**src/rtl/dmem_arbiter.sv**
```systemverilog
// dmem_arbiter: two-port (CPU "A", loader/debug "B") arbiter in front of a
// single-ported synchronous data memory. One access in flight at a time,
// three-state FSM IDLE -> ISSUE -> RESP.
//
// Ports:
//   clk, rst                 clock, asynchronous active-high reset
//   a_req/a_wren/a_addr/a_wdata   CPU request port (held until a_gnt)
//   b_req/b_wren/b_addr/b_wdata   loader/debug request port (held until b_gnt)
//   a_gnt, b_gnt             one-cycle grant pulse (ISSUE cycle)
//   a_rvalid, b_rvalid       one-cycle completion pulse (cycle after RESP)
//   rdata                    read data, valid while an rvalid is high
//   mem_address/mem_data/mem_wren   memory drive, mem_q memory read data
//   busy                     high whenever the FSM is not IDLE
//
// Latency: req sampled in IDLE at T -> gnt T+1 -> rvalid/rdata T+3.
// Configuration: define DMEM_ARBITER_RR_EN for round-robin tie breaking;
// otherwise port A wins every tie (fixed priority, no pointer register).

module dmem_arbiter #(
  parameter int ADDR_WIDTH = 32,
  parameter int DATA_WIDTH = 32
) (
  input  logic                  clk,
  input  logic                  rst,
  input  logic                  a_req,
  input  logic                  a_wren,
  input  logic [ADDR_WIDTH-1:0] a_addr,
  input  logic [DATA_WIDTH-1:0] a_wdata,
  input  logic                  b_req,
  input  logic                  b_wren,
  input  logic [ADDR_WIDTH-1:0] b_addr,
  input  logic [DATA_WIDTH-1:0] b_wdata,
  output logic                  a_gnt,
  output logic                  b_gnt,
  output logic                  a_rvalid,
  output logic                  b_rvalid,
  output logic [DATA_WIDTH-1:0] rdata,
  output logic [ADDR_WIDTH-1:0] mem_address,
  output logic [DATA_WIDTH-1:0] mem_data,
  output logic                  mem_wren,
  input  logic [DATA_WIDTH-1:0] mem_q,
  output logic                  busy
);

  typedef enum logic [1:0] {
    IDLE  = 2'd0,
    ISSUE = 2'd1,
    RESP  = 2'd2
  } state_t;

  state_t                state_q, state_d;
  logic [ADDR_WIDTH-1:0] hold_addr_q, hold_addr_d;
  logic [DATA_WIDTH-1:0] hold_wdata_q, hold_wdata_d;
  logic                  hold_wren_q, hold_wren_d;
  logic                  hold_id_q, hold_id_d;     // 0 = port A, 1 = port B
  logic [DATA_WIDTH-1:0] rdata_q, rdata_d;
  logic                  a_rvalid_q, a_rvalid_d;
  logic                  b_rvalid_q, b_rvalid_d;
  logic                  win_b;

`ifdef DMEM_ARBITER_RR_EN
  // Last port served: 1 = B. Reset value makes A win the first tie.
  logic last_b_q, last_b_d;

  always_comb begin
    win_b = b_req & (~a_req | ~last_b_q);
  end
`else
  always_comb begin
    win_b = b_req & ~a_req;
  end
`endif

  always_comb begin
    state_d      = state_q;
    hold_addr_d  = hold_addr_q;
    hold_wdata_d = hold_wdata_q;
    hold_wren_d  = hold_wren_q;
    hold_id_d    = hold_id_q;
    rdata_d      = rdata_q;
    a_rvalid_d   = 1'b0;
    b_rvalid_d   = 1'b0;
`ifdef DMEM_ARBITER_RR_EN
    last_b_d     = last_b_q;
`endif
    unique case (state_q)
      IDLE: begin
        if (a_req || b_req) begin
          hold_id_d    = win_b;
          hold_addr_d  = win_b ? b_addr  : a_addr;
          hold_wdata_d = win_b ? b_wdata : a_wdata;
          hold_wren_d  = win_b ? b_wren  : a_wren;
          state_d      = ISSUE;
        end
      end
      ISSUE: begin
`ifdef DMEM_ARBITER_RR_EN
        last_b_d = hold_id_q;
`endif
        state_d = RESP;
      end
      RESP: begin
        // Writes leave rdata untouched; mem_q is only meaningful for reads.
        if (!hold_wren_q) begin
          rdata_d = mem_q;
        end
        a_rvalid_d = ~hold_id_q;
        b_rvalid_d = hold_id_q;
        state_d    = IDLE;
      end
      default: state_d = IDLE;
    endcase
  end

  always_ff @(posedge clk or posedge rst) begin
    if (rst) begin
      state_q      <= IDLE;
      hold_addr_q  <= '0;
      hold_wdata_q <= '0;
      hold_wren_q  <= 1'b0;
      hold_id_q    <= 1'b0;
      rdata_q      <= '0;
      a_rvalid_q   <= 1'b0;
      b_rvalid_q   <= 1'b0;
`ifdef DMEM_ARBITER_RR_EN
      last_b_q     <= 1'b1;
`endif
    end else begin
      state_q      <= state_d;
      hold_addr_q  <= hold_addr_d;
      hold_wdata_q <= hold_wdata_d;
      hold_wren_q  <= hold_wren_d;
      hold_id_q    <= hold_id_d;
      rdata_q      <= rdata_d;
      a_rvalid_q   <= a_rvalid_d;
      b_rvalid_q   <= b_rvalid_d;
`ifdef DMEM_ARBITER_RR_EN
      last_b_q     <= last_b_d;
`endif
    end
  end

  // Decoded straight from state so reset drops them without waiting for clk.
  assign a_gnt       = (state_q == ISSUE) & ~hold_id_q;
  assign b_gnt       = (state_q == ISSUE) &  hold_id_q;
  assign mem_wren    = (state_q == ISSUE) &  hold_wren_q;
  assign busy        = (state_q != IDLE);
  assign mem_address = hold_addr_q;
  assign mem_data    = hold_wdata_q;
  assign rdata       = rdata_q;
  assign a_rvalid    = a_rvalid_q;
  assign b_rvalid    = b_rvalid_q;

endmodule

```
**config.mk**
```make
export PLATFORM = sky130hd
export DESIGN_NAME = dmem_arbiter
export DESIGN_NICKNAME = d
export VERILOG_FILES = /design/src/rtl/dmem_arbiter.sv
export SDC_FILE = /design/constraint.sdc
export NUM_CORES = 1
export LEC_CHECK = 0
export ABC_AREA = 0
export CORE_ASPECT_RATIO = 2
export CORE_MARGIN = 1.5
export CORE_UTILIZATION = 35
export CTS_CLUSTER_SIZE = 16
export DETAILED_ROUTE_END_ITERATION = 7
export GPL_ROUTABILITY_DRIVEN = 0
export HOLD_SLACK_MARGIN = 0.06
export PLACE_DENSITY = 0.7
export SETUP_SLACK_MARGIN = 0.4
export SYNTH_ARGS = -nofsm -noshare
export SYNTH_HDL_FRONTEND = slang
export SYNTH_SLANG_ARGS = --single-unit
```
**constraint.sdc**
```tcl
create_clock -name clk -period 4 [get_ports clk]
set_clock_uncertainty 0.1 [all_clocks]
set_input_delay 1 -clock clk [delete_from_list [all_inputs] [get_ports clk]]
set_output_delay 1 -clock clk [all_outputs]
set_load 0.05 [all_outputs]
```
After elaboration in Yosys (flattened, before gate mapping)
Cells that the tools add are included.
Widths: inputs -> output; s select.
- reduce and logical (&&, ||, !) cells: 5
- equal/unequal tests: 3
- muxes and demuxes: 7
- bitwise gates (word level): 7
- operators by type and width (operator ; number):
    $mux 32 ; 2
    $and 1x1->1 ; 4
    $pmux 2 s2 ; 1
    $reduce_and 2->1 ; 2
    $mux 1 ; 3
    $not 1->1 ; 3
    $eq 2x1->1 const B ; 1
    $eq 2x2->1 const B ; 1
    $logic_not 2->1 ; 1
    $mux 2 ; 1
    $ne 2x2->1 const B ; 1
    $reduce_bool 2->1 ; 1
    $logic_or 1x1->1 ; 1
- register bits after elaboration: 102
- input port bits: 166
- output and inout bits: 102
- logic and storage cells: 30

Depth between registers and ports, before layout
- depth after elaboration: 3
- mapped depth: 5
- gate-level depth less buffers: 3

Worst setup path after synthesis
No wires, ideal clock.
- kind: input port to flip-flop
- start: in a_req
- end: reg hold_wdata_q[0] (netlist: mem_data[0])
- path buffers: 2
- cell stages on the path: 5
- library setup time: 0.125 ns
- required time: 3.775 ns
- arrival: 1.949 ns
- setup slack: 1.826 ns
- cells stage by stage: nand2b_4 buf_6 buf_6 mux2_4 mux2_4
- word-level cells in the longest chain between the ends: 3
- elaborated cells on any way between the ends: 5
- classes of those cells: mux (1); bitwise (2); reduce/logical (2)
- RTL lines (what ; line ; RTL):
    from (decl) ; 25 ; input logic a_req,
    $not 1->1 ; 70 ; win_b = b_req & ~a_req;
    $and 1x1->1 ; 70 ;
    $mux 32 ; 91 ; hold_wdata_d = win_b ? b_wdata : a_wdata;
    to (signal assigned) ; 131 ; hold_wdata_q <= hold_wdata_d;
    to (decl) ; 53 ; logic [DATA_WIDTH-1:0] hold_wdata_q, hold_wdata_d;
Several ways; a longest one is shown, not always the timed one.
A chain may end at the register's enable or synchronous reset.

Worst setup path after layout
- start: reg state_q[1]
- end: out mem_wren
- word-level cells in the longest chain between the ends: 2
- RTL lines (what ; line ; RTL):
    from (decl) ; 51 ; state_t state_q, state_d;
    from (signal assigned) ; 129 ; state_q <= state_d;
    $eq 2x1->1 ; 146 ; assign mem_wren = (state_q == ISSUE) & hold_wren_q;
    $and 1x1->1 ; 146 ;
    to (decl) ; 40 ; output logic mem_wren,
No other way between the ends.

==> metrics.yaml <==
grt_overflow: 0
power_density_nw_per_um2: 883
area_delta_synth_final_pct: 63.3
crit_path_max_fanout: 4
placementRows: 61
worst_pin_slew_ns: 0.593
post_cts_resized: 0
syn_inst: 297
clk_pin_slew_ns: 0.07
portBuffers: 267
drt-wirelength-per-cell_um: 17.5
synth_compound_area_share_pct: 0.351
final_cell_area_um2: 8150
grt_pass1_vias: 3855
clk_path_buf_depth: 2
ys_ff_latch: 102
viasPerCell: 4.53
dp_hpwl_um: 10300
hold_ws_ns: 0.389
async_flop_share_pct: 100
drv_cap: 0
synth.avg_cell_area_um2: 16.8
dieArea_um2: 15000
cts_root_buf: "clkbuf_16"
yosys_warnings: 0
synth_most_common_cell: "dfrtp_1"
status: "complete, no violations"
holdBufCountCts: 0
cts_buffers: 9
ir_worst_vdd_mv: 0.431
hold_path_class: "reg -> reg"
rsz0062_at_grt: "false"
synth_edf_count: 0
initial_core_util_pct: 35.9
netlist_top_cells_area: "dfrtp_1 51%, mux2_4 30%, mux2_2 14%"
crit_type: "reg -> out"
finalCriticalPeriod_ns: 3.01
insertion_delay_ns: 0.33
nets: 732
critPathLaunchType: "register"
wl_um: 13300
grt_antenna_before_repair: 0
syn_area_um2: 4990
synth.yosys.seq_area_share_pct: 51.1
die_height_um: 172
drive_gt1_share_pct: 32.9
synth_area_leader_cell: "dfrtp_1"
htree_num_levels: 3
grt_pass1_wl_um: 19700
synth_top_family_by_area: "multiplexers"
cts_tree: "done"
ant_nets: 0
relSlewSlack_pct: 60.5
dominantRegCellSynth: "dfrtp_1"
drt_pass1_iterations: 4
timing.final.crit_share_pct: 75.3
setup_tns_ns: 0
leakagePower_nw: 3.56
hold_viol: 0
timing.fmax_mhz: 332
fillCellCount: 1157
core_um2: 13900
grt.total_usage_pct: 17.4
setup_viol_count_final: 0
synthSimpleGateAreaFrac_pct: 1.20
synthTopCellsByCount: "102 x dfrtp_1, 100 x mux2_4, 60 x mux2_2"
place_area_um2: 7860
synthAdderAreaFrac_pct: 0
synth.distinct_cells: 15
num_vias: 3440
cts.sinks: 102
diodes: 0
dr.first_iter.drc_count: 66
cts_setup_buffers: 0
arrival_ns: 1.91
synth_top_area_share_pct: 51.1
cp.required_ns: 2.90
fin_ws_ns: 0.990
synth_xor_area_share_pct: 0
grt_max_degree: 67
drc: 0
synth_mux_area_share_pct: 44.0
io-pin-count: 268
synth_nets: 463
pre_cts_ws_ns: 0.764
endpoint_kind: "output pin"
die_width_um: 87.5
maxSlewViolCount: 0
==> cells by family (layout without fill, tap and decap cells) <==
| kind of cell | count (synthesis) | after routing |
|---|---|---|
| DFF | 102 | 102 |
| buffers and inverters | 20 | 294 |
| muxes | 162 | 162 |
| AOI/OAI and AO/OA | 3 | 3 |
| and+or+nand+nor | 10 | 10 |
==> report_power, final <==
part	total, mW	leakage, nW	switching, mW	internal, mW
Clock	0.854	0.145	0.416	0.438
Sequential	1.85	1.20	0.290	1.56
Combinational	4.49	2.22	2.63	1.86
==> metal layers <==
metal	global-route usage, %	part of all wire [%]
met2	34.0	57
met1	16.4	33
met4	7.66	3.7
met5	0	0
met3	4.20	6.5
==> sequential cells by signal, indices dropped and copies added, names as in the netlist <==
signal / count
mem_address: 32
a_rvalid: 1
state_q: 2
rdata: 32
hold_id_q: 1
hold_wren_q: 1
b_rvalid: 1
mem_data: 32
==> layout make-up <==
class                      count  area (um^2)  area share [%]
clock buffer                   9          225            2.76
tap                          189          236            2.90
inverter                       3         15.0           0.184
multi-input combinational    175         2290            28.0
sequential                   102         2550            31.3
clock inverter                 7         67.6           0.829
timing repair buffer         275         2770            34.0
==> per-stage QoR <==
stage / utilization (%) / total power [mW] / std cells
2_1_floorplan: - / 4.91 / 297
3_3_place_gp: 56.6 / 6.33 / 744
3_5_place_dp: 56.6 / 6.40 / 744
4_1_cts: 58.7 / 7.29 / 760
5_1_grt: 58.7 / 7.50 / 760
6_report: 58.7 / 7.20 / 760
==> path summary, 6_finish.rpt <==
kind	slack (ns)	start	cells after the start	to
setup / recovery	0.99	state_q[1]	3	mem_wren
hold / removal	0.39	hold_id_q	1	a_rvalid
max in group asynchronous	2.24	rst	3	rdata[29]
setup reg to reg	2.11	state_q[1]	4	mem_address[21]
min in group asynchronous	0.86	rst	2	mem_address[30]
hold reg to reg	0.39	hold_id_q	1	a_rvalid
==> placed cells by master, fill, tap and decap left out, types with 2 or more instances in the layout <==
| master | netlist | routed |
|---|---|---|
| inv_6 | 0 | 2 |
| and2_1 | 3 | 3 |
| a21oi_1 | 2 | 2 |
| mux2_2 | 60 | 60 |
| buf_4 | 2 | 5 |
| buf_12 | 0 | 3 |
| inv_1 | 3 | 2 |
| dfrtp_1 | 102 | 102 |
| clkinv_4 | 0 | 2 |
| clkdlybuf4s50_1 | 0 | 267 |
| mux2_1 | 2 | 2 |
| mux2_4 | 100 | 100 |
| clkbuf_16 | 0 | 9 |
| nor2_1 | 4 | 3 |
==> critical path, cell delays in order (launching register included) <==
cell	delay, ns
dfrtp_1	0.40
nor2b_1	0.21
and2_1	0.16
clkdlybuf4s50_1	0.80
(Power assumes the default switching activity.)
